File: src/rtl/asg_lin_pkg.sv
// Shared types, constants and the clamp helper for the asg_lin linear output stage.
// Widths are fixed here so that every file in the slice agrees on them.
package asg_lin_pkg;

   localparam int DWI = 14;  // input sample width
   localparam int DWO = 14;  // output sample width
   localparam int DWM = 16;  // gain width, s2.(DWM-2)
   localparam int DWS = 14;  // offset width, output LSB units
   localparam int DWC = 32;  // saturation counter width
   localparam int DWP = DWI + DWM;  // full-precision product
   localparam int DWA = DWP + 1;    // product plus offset, cannot overflow

   typedef logic signed [DWI-1:0] din_t;
   typedef logic signed [DWO-1:0] dout_t;
   typedef logic signed [DWM-1:0] mul_t;
   typedef logic signed [DWS-1:0] sum_t;
   typedef logic signed [DWP-1:0] prd_t;
   typedef logic signed [DWA-1:0] acc_t;

   localparam mul_t MUL_ONE = mul_t'(2 ** (DWM - 2));
   localparam acc_t OUT_MAX = acc_t'(2 ** (DWO - 1) - 1);
   localparam acc_t OUT_MIN = acc_t'(-(2 ** (DWO - 1)));

   typedef struct packed {
      dout_t val;
      logic  clp;
   } sat_t;

   function automatic sat_t sat(input acc_t a);
      sat_t r;
      if (a > OUT_MAX) begin
         r.val = dout_t'(OUT_MAX);
         r.clp = 1'b1;
      end else if (a < OUT_MIN) begin
         r.val = dout_t'(OUT_MIN);
         r.clp = 1'b1;
      end else begin
         r.val = dout_t'(a);
         r.clp = 1'b0;
      end
      return r;
   endfunction

endpackage

File: src/rtl/asg_lin_if.sv
// AXI4-Stream bundle between the ASG, the linear stage and the DAC interface.
// s/master is the producing side, d/slave the consuming side.
interface axi4_stream_if #(
   parameter int DW = 14
) ();
   localparam int KW = (DW + 7) / 8;

   logic [DW-1:0] TDATA;
   logic [KW-1:0] TKEEP;
   logic          TVALID;
   logic          TREADY;
   logic          TLAST;

   modport s      (output TDATA, TKEEP, TVALID, TLAST, input  TREADY);
   modport d      (input  TDATA, TKEEP, TVALID, TLAST, output TREADY);
   modport master (output TDATA, TKEEP, TVALID, TLAST, input  TREADY);
   modport slave  (input  TDATA, TKEEP, TVALID, TLAST, output TREADY);
endinterface

File: src/rtl/asg_lin_sat.sv
// Offset add and output clamp: y = sat((prd >>> (DWM-2)) + ofs), flag set when clamped.
// Purely combinational; the shift truncates toward -inf.
module asg_lin_sat
   import asg_lin_pkg::*;
(
   input  prd_t  prd,
   input  sum_t  ofs,
   output dout_t y,
   output logic  clp
);
   acc_t acc;
   sat_t res;

   always_comb begin
      acc = acc_t'(prd >>> (DWM - 2)) + acc_t'(ofs);
      res = sat(acc);
   end

   assign y   = res.val;
   assign clp = res.clp;
endmodule

File: src/rtl/asg_lin.sv
// Two-stage gain/offset/saturate stage on an AXI4-Stream with full backpressure.
// Define ASG_LIN_SAT_CNT_EN to build the saturated-beat counter on sts_sat.
module asg_lin
   import asg_lin_pkg::*;
(
   input  logic              clk,
   input  logic              rst,
   axi4_stream_if.d          sti,
   axi4_stream_if.s          sto,
   input  logic              ctl_rst,
   input  logic              ctl_upd,
   input  mul_t              cfg_mul,
   input  sum_t              cfg_sum,
   output logic [DWC-1:0]    sts_sat
);
   logic  ce;
   logic  flush;
   din_t  x_in;
   prd_t  prd_next;

   mul_t  mul_shd_reg;
   sum_t  sum_shd_reg;

   logic  s1_vld_reg;
   logic  s1_lst_reg;
   prd_t  s1_prd_reg;
   sum_t  s1_sum_reg;

   logic  out_vld_reg;
   logic  out_lst_reg;
   dout_t out_dat_reg;

   dout_t s2_y;
   logic  s2_clp;

   assign ce         = sto.TREADY | ~out_vld_reg;
   assign flush      = rst | ctl_rst;
   assign sti.TREADY = ce;

   assign sto.TVALID = out_vld_reg;
   assign sto.TLAST  = out_lst_reg;
   assign sto.TDATA  = out_dat_reg;
   assign sto.TKEEP  = '1;

   assign x_in     = din_t'(sti.TDATA[DWI-1:0]);
   assign prd_next = prd_t'(x_in) * prd_t'(mul_shd_reg);

   // Shadow registers survive ctl_rst; only a full reset restores unity gain.
   always_ff @(posedge clk) begin
      if (rst) begin
         mul_shd_reg <= MUL_ONE;
         sum_shd_reg <= '0;
      end else if (ctl_upd) begin
         mul_shd_reg <= cfg_mul;
         sum_shd_reg <= cfg_sum;
      end
   end

   // The offset travels with the beat so a beat uses one coherent gain/offset pair.
   always_ff @(posedge clk) begin
      if (flush) begin
         s1_vld_reg <= 1'b0;
         s1_lst_reg <= 1'b0;
      end else if (ce) begin
         s1_vld_reg <= sti.TVALID;
         s1_lst_reg <= sti.TLAST;
         s1_prd_reg <= prd_next;
         s1_sum_reg <= sum_shd_reg;
      end
   end

   asg_lin_sat u_sat (
      .prd (s1_prd_reg),
      .ofs (s1_sum_reg),
      .y   (s2_y),
      .clp (s2_clp)
   );

   always_ff @(posedge clk) begin
      if (flush) begin
         out_vld_reg <= 1'b0;
         out_lst_reg <= 1'b0;
         out_dat_reg <= '0;
      end else if (ce) begin
         out_vld_reg <= s1_vld_reg;
         out_lst_reg <= s1_lst_reg;
         out_dat_reg <= s2_y;
      end
   end

`ifdef ASG_LIN_SAT_CNT_EN
   logic           out_clp_reg;
   logic [DWC-1:0] cnt_reg;

   always_ff @(posedge clk) begin
      if (flush) begin
         out_clp_reg <= 1'b0;
      end else if (ce) begin
         out_clp_reg <= s2_clp;
      end
   end

   // Count only beats the sink actually took; stick at all-ones instead of wrapping.
   always_ff @(posedge clk) begin
      if (flush) begin
         cnt_reg <= '0;
      end else if (out_vld_reg && sto.TREADY && out_clp_reg && !(&cnt_reg)) begin
         cnt_reg <= cnt_reg + 1'b1;
      end
   end

   assign sts_sat = cnt_reg;
`else
   logic clp_unused;
   assign clp_unused = s2_clp;
   assign sts_sat    = '0;
`endif

endmodule

File: src/flat_wrapper.sv
// flat-port wrapper written by rule: the top's interface ports become plain ports
module asg_lin_flat import asg_lin_pkg::*;
  (clk, rst, ctl_rst, ctl_upd, cfg_mul, cfg_sum, sts_sat, sti_TDATA, sti_TKEEP, sti_TVALID, sti_TLAST, sti_TREADY, sto_TDATA, sto_TKEEP, sto_TVALID, sto_TLAST, sto_TREADY);
  axi4_stream_if #(.DW(14)) sti_i ();
  axi4_stream_if #(.DW(14)) sto_i ();
  input  logic clk;
  input  logic rst;
  input  logic ctl_rst;
  input  logic ctl_upd;
  input  mul_t cfg_mul;
  input  sum_t cfg_sum;
  output logic [DWC-1:0] sts_sat;
  input wire logic [$bits(sti_i.TDATA)-1:0] sti_TDATA;
  input wire logic [$bits(sti_i.TKEEP)-1:0] sti_TKEEP;
  input wire logic [$bits(sti_i.TVALID)-1:0] sti_TVALID;
  input wire logic [$bits(sti_i.TLAST)-1:0] sti_TLAST;
  output wire logic [$bits(sti_i.TREADY)-1:0] sti_TREADY;
  output wire logic [$bits(sto_i.TDATA)-1:0] sto_TDATA;
  output wire logic [$bits(sto_i.TKEEP)-1:0] sto_TKEEP;
  output wire logic [$bits(sto_i.TVALID)-1:0] sto_TVALID;
  output wire logic [$bits(sto_i.TLAST)-1:0] sto_TLAST;
  input wire logic [$bits(sto_i.TREADY)-1:0] sto_TREADY;
  assign sti_i.TDATA = sti_TDATA;
  assign sti_i.TKEEP = sti_TKEEP;
  assign sti_i.TVALID = sti_TVALID;
  assign sti_i.TLAST = sti_TLAST;
  assign sti_TREADY = sti_i.TREADY;
  assign sto_TDATA = sto_i.TDATA;
  assign sto_TKEEP = sto_i.TKEEP;
  assign sto_TVALID = sto_i.TVALID;
  assign sto_TLAST = sto_i.TLAST;
  assign sto_i.TREADY = sto_TREADY;
  asg_lin u_core (.clk(clk), .rst(rst), .sti(sti_i), .sto(sto_i), .ctl_rst(ctl_rst), .ctl_upd(ctl_upd), .cfg_mul(cfg_mul), .cfg_sum(cfg_sum), .sts_sat(sts_sat));
endmodule
File: config.mk
export PLATFORM = sky130hd
export DESIGN_NAME = asg_lin_flat
export DESIGN_NICKNAME = d
export VERILOG_FILES = /design/src/rtl/asg_lin_pkg.sv /design/src/rtl/asg_lin_if.sv /design/src/rtl/asg_lin_sat.sv /design/src/rtl/asg_lin.sv /design/src/flat_wrapper.sv
export SDC_FILE = /design/constraint.sdc
export NUM_CORES = 1
export LEC_CHECK = 0
export ABC_AREA = 1
export BUFFER_PORTS_ARGS = -buffer_cell sky130_fd_sc_hd__buf_2
export CAP_MARGIN = 5
export CORE_UTILIZATION = 62
export DETAILED_ROUTE_END_ITERATION = 8
export PLACE_DENSITY_LB_ADDON = 0.2
export REMOVE_ABC_BUFFERS = 1
export SLEW_MARGIN = 20
export SYNTH_ARGS = -nofsm -noshare
export SYNTH_HDL_FRONTEND = slang
export SYNTH_SLANG_ARGS = --single-unit
File: constraint.sdc
create_clock -name clk -period 6.1 [get_ports clk]
set_input_delay 0.305 -clock clk [delete_from_list [all_inputs] [get_ports clk]]
set_output_delay 0.305 -clock clk [all_outputs]
set_load 0.01 [all_outputs]
# After elaboration in Yosys (flattened, before gate mapping)
# Cells that the tools add are included.
# word_totals
reg_bits	92
latch_bits	0
ram_bits	0
romBits	0
inputBits	53
output_inout_bits	51
elab_cells	20
n_memories	0
# op_classes
add_sub_neg	1
mul	1
div_mod_pow	0
order_cmp	2
n_eq_ne	0
shift	0
mux	2
n_bitwise	4
n_reduce_logical	1
# ops
cell	count
$mul 14x16->30	1
$mux 15	2
$add 16x14->17	1
$gt 17x14->1 const B	1
$lt 17x14->1 const B	1
$not 1->1	2
$or 1x1->1	2
$reduce_and 2->1	1

# Logic depth before layout (Yosys ltp)
# Gate-level depths: netlist of the first run.
# depth
depth_word	4
mapped_depth	27
depth_no_buf	25

# By module
# A second synthesis of the first run with hierarchy kept.
# hier_totals
hier_cells	1750
hier_area_um2	13569.3
# modules_own_cells
module	n_inst	cells_each	area_per_inst_um2	seq_area_each_um2
asg_lin	1	1540	12409.4	2282.2
asg_lin_sat	1	210	1159.9	0.0

# Worst setup path after synthesis of the first run
# No wires, ideal clock.
# synth_path
path_type	input to register
start	in sti_TDATA[3]
end	reg u_core.s1_prd_reg[29] (data pin)
setup_time_ns	0.259
arrival_time_ns	5.349
t_required_ns	5.841
path_slack_ns	0.492
stages	20
n_path_buf	2
path_cell_list	clkbuf_1 clkbuf_1 nand2_1 fa_1 fa_1 inv_1 fa_1 inv_1 fa_1 fa_1 inv_1 fa_1 ha_1 inv_1 nor3_1 nand2_1 nand3_1 o21bai_1 a21oi_1 xnor2_1
# synth_between
elab_chain_len	1
# synth_lines
element	line	text
start: declaration	flat_wrapper.sv:13	input wire logic [$bits(sti_i.TDATA)-1:0] sti_TDATA;
$mul 14x16->30	asg_lin.sv:46	assign prd_next = prd_t'(x_in) * prd_t'(mul_shd_reg);
named net u_core.prd_next[29]	asg_lin.sv:19	prd_t prd_next;
end signal: assignment	asg_lin.sv:67	s1_prd_reg <= prd_next;
end: declaration	asg_lin.sv:26	prd_t s1_prd_reg;
# The timed path passes the listed nets, and every way through them passes these cells.
# A chain may end at the register's enable or synchronous reset.

# Worst setup path in the final report of the first run
# layout_path
start	reg u_core.mul_shd_reg[7]
end	reg u_core.s1_prd_reg[28] (data pin)
# layout_between
elab_chain_len	1
# layout_lines
element	line	text
start: declaration	asg_lin.sv:21	mul_t mul_shd_reg;
start signal: assignment	asg_lin.sv:54	mul_shd_reg <= cfg_mul;
$mul 14x16->30	asg_lin.sv:46	
named net u_core.prd_next[28]	asg_lin.sv:19	
# The timed path passes the listed nets, and every way through them passes these cells.

==> results of run 1 <==
[cells in the mapped netlist, types with 2 or more instances]
| library cell | instances |
|---|---|
| xnor2_1 | 17 |
| o21ai_1 | 2 |
| nor3_1 | 5 |
| nor2_2 | 2 |
| clkbuf_1 | 51 |
| a21oi_2 | 13 |
| or2_2 | 2 |
| ha_1 | 84 |
| o21bai_1 | 4 |
| inv_2 | 4 |
| fa_1 | 219 |
| nand3_1 | 28 |
| nand2_1 | 349 |
| edfxtp_1 | 30 |
| nand2_2 | 15 |
| nor2_1 | 107 |
| o21ai_0 | 60 |
| a31oi_1 | 7 |
| nand4_1 | 4 |
| dfxtp_1 | 48 |
| nand2_4 | 2 |
| conb_1 | 2 |
| inv_1 | 412 |
| xor2_1 | 16 |
| a21oi_1 | 49 |
| a211oi_1 | 2 |
| a21o_1 | 5 |
| nand3_2 | 6 |
| buf_4 | 34 |
[layer usage]
layer | wire length (um) | up-vias | global-route usage
li1 | - | 4691 | -
met1 | 11700 | 4718 | 0.380
met3 | 1660 | 52 | 0.0385
met4 | 772 | 0 | 0.0975
met2 | 13800 | 303 | 0.515
met5 | 0 | - | 0
[cell usage in the layout (no fill, tap or decap), drive strengths merged, types with 2 or more instances in the layout]
cell type  instances
nor2             109
nand2            366
inv              420
fa               219
conb              34
o21ai             62
or2                2
a211oi             2
nor4               2
nand3             34
buf               94
a31oi              7
o21bai             4
edfxtp            30
xor2              16
nor3               6
a21oi             63
clkbuf             9
clkinvlp           3
a21o               5
nand4              4
xnor2             17
ha                84
dfxtp             48
[cell type report]
cell class	instances	area, um2	share of cell area
well taps	265	332	0.0247
repair buffers	94	538	0.0401
inverters	416	1560	0.116
multi-input cells	1042	8840	0.659
clock inverters	7	62.6	0.00466
clock buffers	9	225	0.0168
flip-flops and latches	78	1860	0.139
[logic make-up after synthesis]
group | share of synthesized area
AO/OA/AOI/OAI | 0.0668
XOR/XNOR | 0.0229
adder cells (fa/ha/maj) | 0.430
buffers and inverters | 0.162
flip-flops | 0.147
other | 0.000595
AND/OR/NAND/NOR | 0.170
[tightest hold or removal path, cell delays in order]
cell	delay, ns
buf_2	0.08
nor2_1	0.03
nor2_1	0.08
[power breakdown]
group	switching, mW	internal, mW	total (mW)
Clock	0.255	0.285	0.540
Sequential	0.0679	0.843	0.911
Combinational	3.55	2.13	5.68
[through the flow]
| stage | cells | power (mW) | worst slack (ns) | utilization | instance area (um2) |
|---|---|---|---|---|---|
| final | 1911 | 7.13 | 0.344 | 0.681 | 13400 |
| after global routing | 1911 | 7.99 | 0.00681 | 0.681 | 13400 |
| after CTS | 1911 | 7.14 | 0.140 | 0.681 | 13400 |
| after detailed placement | 1895 | 6.57 | 0.146 | 0.666 | 13100 |
| after global placement | 1895 | 6.46 | 0.269 | 0.666 | 13100 |
| after floorplan | 1536 | 5.22 | 0.648 | - | 12300 |
[path summary, 6_finish.rpt]
| kind | slack [ns] | cells after the start | end | startpoint |
|---|---|---|---|---|
| worst min register to register | 0.42 | 0 | u_core.s1_sum_reg[12] | u_core.sum_shd_reg[12] |
| worst max register to register | 0.34 | 19 | u_core.s1_prd_reg[28] | u_core.mul_shd_reg[7] |
| worst min-delay path | 0.18 | 3 | u_core.mul_shd_reg[5] | cfg_mul[5] |
| worst max-delay path | 0.34 | 19 | u_core.s1_prd_reg[28] | u_core.mul_shd_reg[7] |
[timing repair]
item	4_1_cts	5_1_grt
buffers inserted	0	0
setup endpoints to repair	0	3
gates resized for setup	0	1
==> impl_metrics.env, run 1 <==
export IMPL_synth_edff_count=30
export IMPL_ir_drop_v=0.000355
export IMPL_root_buffer="clkbuf_16"
export IMPL_crit_top_cell="fa_1"
export IMPL_critPathRequiredTime_ns=6.20
export IMPL_slew_violations=0
export IMPL_grt_pass1_vias=9988
export IMPL_crit_fanout=15
export IMPL_maxCapViolations=0
export IMPL_cts_clk_slew_worst_paths_ns=0.07
export IMPL_syn_to_final_growth_pct=6.29
export IMPL_first_iter_violations=439
export IMPL_clockBufferDepth=2
export IMPL_place_congestion=0.891
export IMPL_cts_buffers_inserted=9
export IMPL_via_per_inst=5.11
export IMPL_synth_async_reset_ratio=0
export IMPL_grt_usage=0.295
export IMPL_drt_first_pass_iters=5
export IMPL_antennaDiodeCount=0
export IMPL_wl_per_cell_um=14.6
export IMPL_skew_ns=0.0110
export IMPL_grt_ovfl_total=0
export IMPL_cp_cell_sequence="nand2_1 > fa_1 > inv_1 > fa_1 > fa_1 > fa_1 > fa_1 > inv_1 > fa_1 > inv_1 > ha_1 > a21oi_1 > inv_1 > a31oi_1 > o21ai_0 > a21oi_1 > nand2_1 > nand2_1 > nand2_1"
export IMPL_floorplan_initialDensity=0.641
export IMPL_worstSetupPathType="reg -> reg"
export IMPL_crit_family="adder cells"
export IMPL_synth_main_ff_cell="dfxtp_1"
export IMPL_ios=104
export IMPL_cp_arrival_ns=5.86
export IMPL_insertion_delay_ns=0.34
export IMPL_die_w_um=145
export IMPL_worst_slew_pin_transition_ns=1.00
export IMPL_core_um2=19700
export IMPL_clock_sinks=78
export IMPL_hold_class="in -> reg"
export IMPL_row_count=51
export IMPL_hold_violations=0
export IMPL_fillers=1671
export IMPL_hold_buffers=0
export IMPL_synth_warnings=0
export IMPL_synth_top_area_frac=0.347
export IMPL_dp_hpwl_um=23100
export IMPL_crit_slowest_cell="dfxtp_1"
export IMPL_crit_path_start_kind="flop"
export IMPL_h_tree_depth=3
export IMPL_max_freq_mhz=174
export IMPL_antenna_found_initial=0
export IMPL_end_kind="flop"
export IMPL_synth_top_cells_by_area="fa_1 (35%), inv_1 (12%), nand2_1 (10%)"
export IMPL_slew_headroom=0.332
export IMPL_cellLeakagePower_nw=7.77
export IMPL_fin_nets=1997
export IMPL_grt_pass1_wl_um=47400
export IMPL_period_needed_ns=5.76
export IMPL_postRouteAntennaNets=0
export IMPL_fin_crit_sh=0.944
export IMPL_hold_ws_ns=0.184
export IMPL_post_synth_cell_area_avg_um2=7.93
export IMPL_yosysSeqAreaShare=0.147
export IMPL_tns_ns=0
export IMPL_drc=0
export IMPL_yosysUniqueCellTypes=43
export IMPL_powerDensity_nw_per_um2=531
export IMPL_vias=9764
export IMPL_synth_seq_cells=78
export IMPL_cts_tree="done"
export IMPL_layout_drive_gt1_share=0.0966
export IMPL_grt_max_degree=31
export IMPL_wl_um=27900
export IMPL_setup_violations=0
export IMPL_die_area_um2=20900
export IMPL_status="complete, no violations"
export IMPL_synth_largest_area_cell="fa_1"
export IMPL_portBuffers=67
export IMPL_slowest_delay_ns=0.79
export IMPL_synth_cells=1593
export IMPL_crit_buf_inv=4
export IMPL_syn_area_um2=12600
export IMPL_grt_setup_unrepaired="no"
export IMPL_die_h_um=145
No activity file was read; power rests on OpenSTA's default activity.
==> run 2, diff against run 1 <==
Settings changed: CELL_PAD_IN_SITES_DETAIL_PLACEMENT set to 1, CELL_PAD_IN_SITES_GLOBAL_PLACEMENT set to 2, CORE_UTILIZATION 62 to 37.
==> impl_metrics.env, run 2 (synthesis gave the netlist of run 1 again) <==
export IMPL_h_tree_depth=3
export IMPL_final_cell_mix="inv_1 (411), nand2_1 (349), fa_1 (218)"
export IMPL_first_iter_violations=357
export IMPL_fin_nets=2000
export IMPL_grt_pass1_vias=10800
export IMPL_hold_ws_ns=0.179
export IMPL_powerDensity_nw_per_um2=533
export IMPL_antennaDiodeCount=0
export IMPL_max_freq_mhz=173
export IMPL_grt_ovfl_total=0
export IMPL_end_kind="flop"
export IMPL_die_area_um2=34900
export IMPL_drc=0
export IMPL_hold_depth=3
export IMPL_via_per_inst=4.65
export IMPL_cts_clk_slew_worst_paths_ns=0.08
export IMPL_grt_pass1_wl_um=56300
export IMPL_drt_first_pass_iters=4
export IMPL_portBuffers=67
export IMPL_die_w_um=187
export IMPL_clockBufferDepth=2
export IMPL_hold_class="in -> reg"
export IMPL_die_h_um=187
export IMPL_wl_um=33600
export IMPL_period_needed_ns=5.77
export IMPL_slew_headroom=0.524
export IMPL_insertion_delay_ns=0.36
export IMPL_wl_per_cell_um=16.0
export IMPL_layout_drive_gt1_share=0.0995
export IMPL_hold_violations=0
export IMPL_postRouteAntennaNets=0
export IMPL_reg2reg_depth=20
export IMPL_cellLeakagePower_nw=7.78
export IMPL_cts_buffers_inserted=9
export IMPL_status="complete, no violations"
export IMPL_row_count=67
export IMPL_final_common_cell="inv_1"
export IMPL_core_um2=33500
export IMPL_floorplan_initialDensity=0.377
export IMPL_cp_arrival_ns=5.87
export IMPL_postCtsSetupBuffers=0
export IMPL_clock_sinks=78
export IMPL_ios=104
export IMPL_grt_max_degree=31
export IMPL_worst_slew_pin_transition_ns=0.713
export IMPL_grt_setup_unrepaired="no"
export IMPL_crit_fanout=8
export IMPL_ir_drop_v=0.000309
export IMPL_maxCapViolations=0
export IMPL_place_congestion=0.808
export IMPL_grt_usage=0.205
export IMPL_slew_violations=0
export IMPL_antenna_found_initial=0
export IMPL_vias=9743
export IMPL_critPathRequiredTime_ns=6.20
export IMPL_worstSetupPathType="reg -> reg"
export IMPL_root_buffer="clkbuf_16"
export IMPL_crit_path_start_kind="flop"
export IMPL_setup_violations=0
export IMPL_skew_ns=0.0164
export IMPL_cts_tree="done"
export IMPL_fin_crit_sh=0.945
export IMPL_syn_to_final_growth_pct=8.17
export IMPL_tns_ns=0
export IMPL_dp_hpwl_um=28400
==> run 2: cell count changes in the layout (fill, tap and decap cells not counted), sizes merged <==
cell	before	now
clkinv	0	5
inv	420	416
buf	94	97
clkinvlp	3	1
clkbuf	9	10
==> run 2: path summary, 6_finish.rpt <==
kind	from	end	slack [ns]
min	cfg_mul[4]	u_core.mul_shd_reg[4]	0.18
max reg2reg	u_core.mul_shd_reg[15]	u_core.s1_prd_reg[27]	0.33
max	u_core.mul_shd_reg[15]	u_core.s1_prd_reg[27]	0.33
min reg2reg	u_core.sum_shd_reg[10]	u_core.s1_sum_reg[10]	0.43
==> run 2: per-layer routing <==
| layer | GRT usage | vias to the layer above | part of all wire |
|---|---|---|---|
| met2 | 0.366 | 148 | 0.50 |
| met1 | 0.267 | 4875 | 0.46 |
| li1 | - | 4690 | - |
| met4 | 0.0422 | 0 | 0.013 |
| met5 | 0 | - | 0 |
| met3 | 0.0233 | 30 | 0.030 |
==> run 2: layout make-up <==
type,count,area [um2]
clock buffer,10,229
clock inverter,6,38.8
fill,4177,19900
inverter,416,1560
multi-input combinational,1042,8850
sequential,78,1860
tap,448,561
timing repair buffer,97,561
==> run 2: through the flow <==
stage,power [mW],cell area (um2),utilization,setup WS (ns),std cells
floorplan,5.22,12300,-,0.648,1536
global placement,6.75,13400,0.399,0.207,2081
detailed placement,6.86,13400,0.399,0.148,2081
CTS,7.40,13700,0.407,0.114,2097
global route,8.19,13700,0.407,0.00535,2097
finish,7.28,13700,0.407,0.333,2097
==> run 2: worst max-delay path: stages, from the launching register on <==
cell,delay [ns]
dfxtp_2,0.40
buf_4,0.18
nand2_1,0.10
fa_1,0.58
inv_1,0.15
fa_2,0.65
inv_1,0.07
fa_1,0.47
fa_1,0.52
fa_1,0.55
inv_1,0.06
fa_1,0.47
ha_1,0.38
nand2_1,0.15
nor2_1,0.09
a21oi_1,0.13
o21ai_0,0.11
a31oi_1,0.23
nand2_1,0.09
nand2_1,0.08
nand2_1,0.06
==> run 2: repair_timing <==
| item | in CTS | in global routing |
|---|---|---|
| hold buffers | 0 | 0 |
| setup endpoints to repair | 0 | 4 |
| resized for setup | 0 | 4 |
==> run 2: report_power, final <==
| part | leakage [nW] | total (mW) | internal (mW) | switching [mW] |
|---|---|---|---|---|
| Clock | 0.130 | 0.507 | 0.274 | 0.232 |
| Combinational | 6.96 | 5.86 | 2.13 | 3.73 |
| Sequential | 0.685 | 0.908 | 0.844 | 0.0640 |
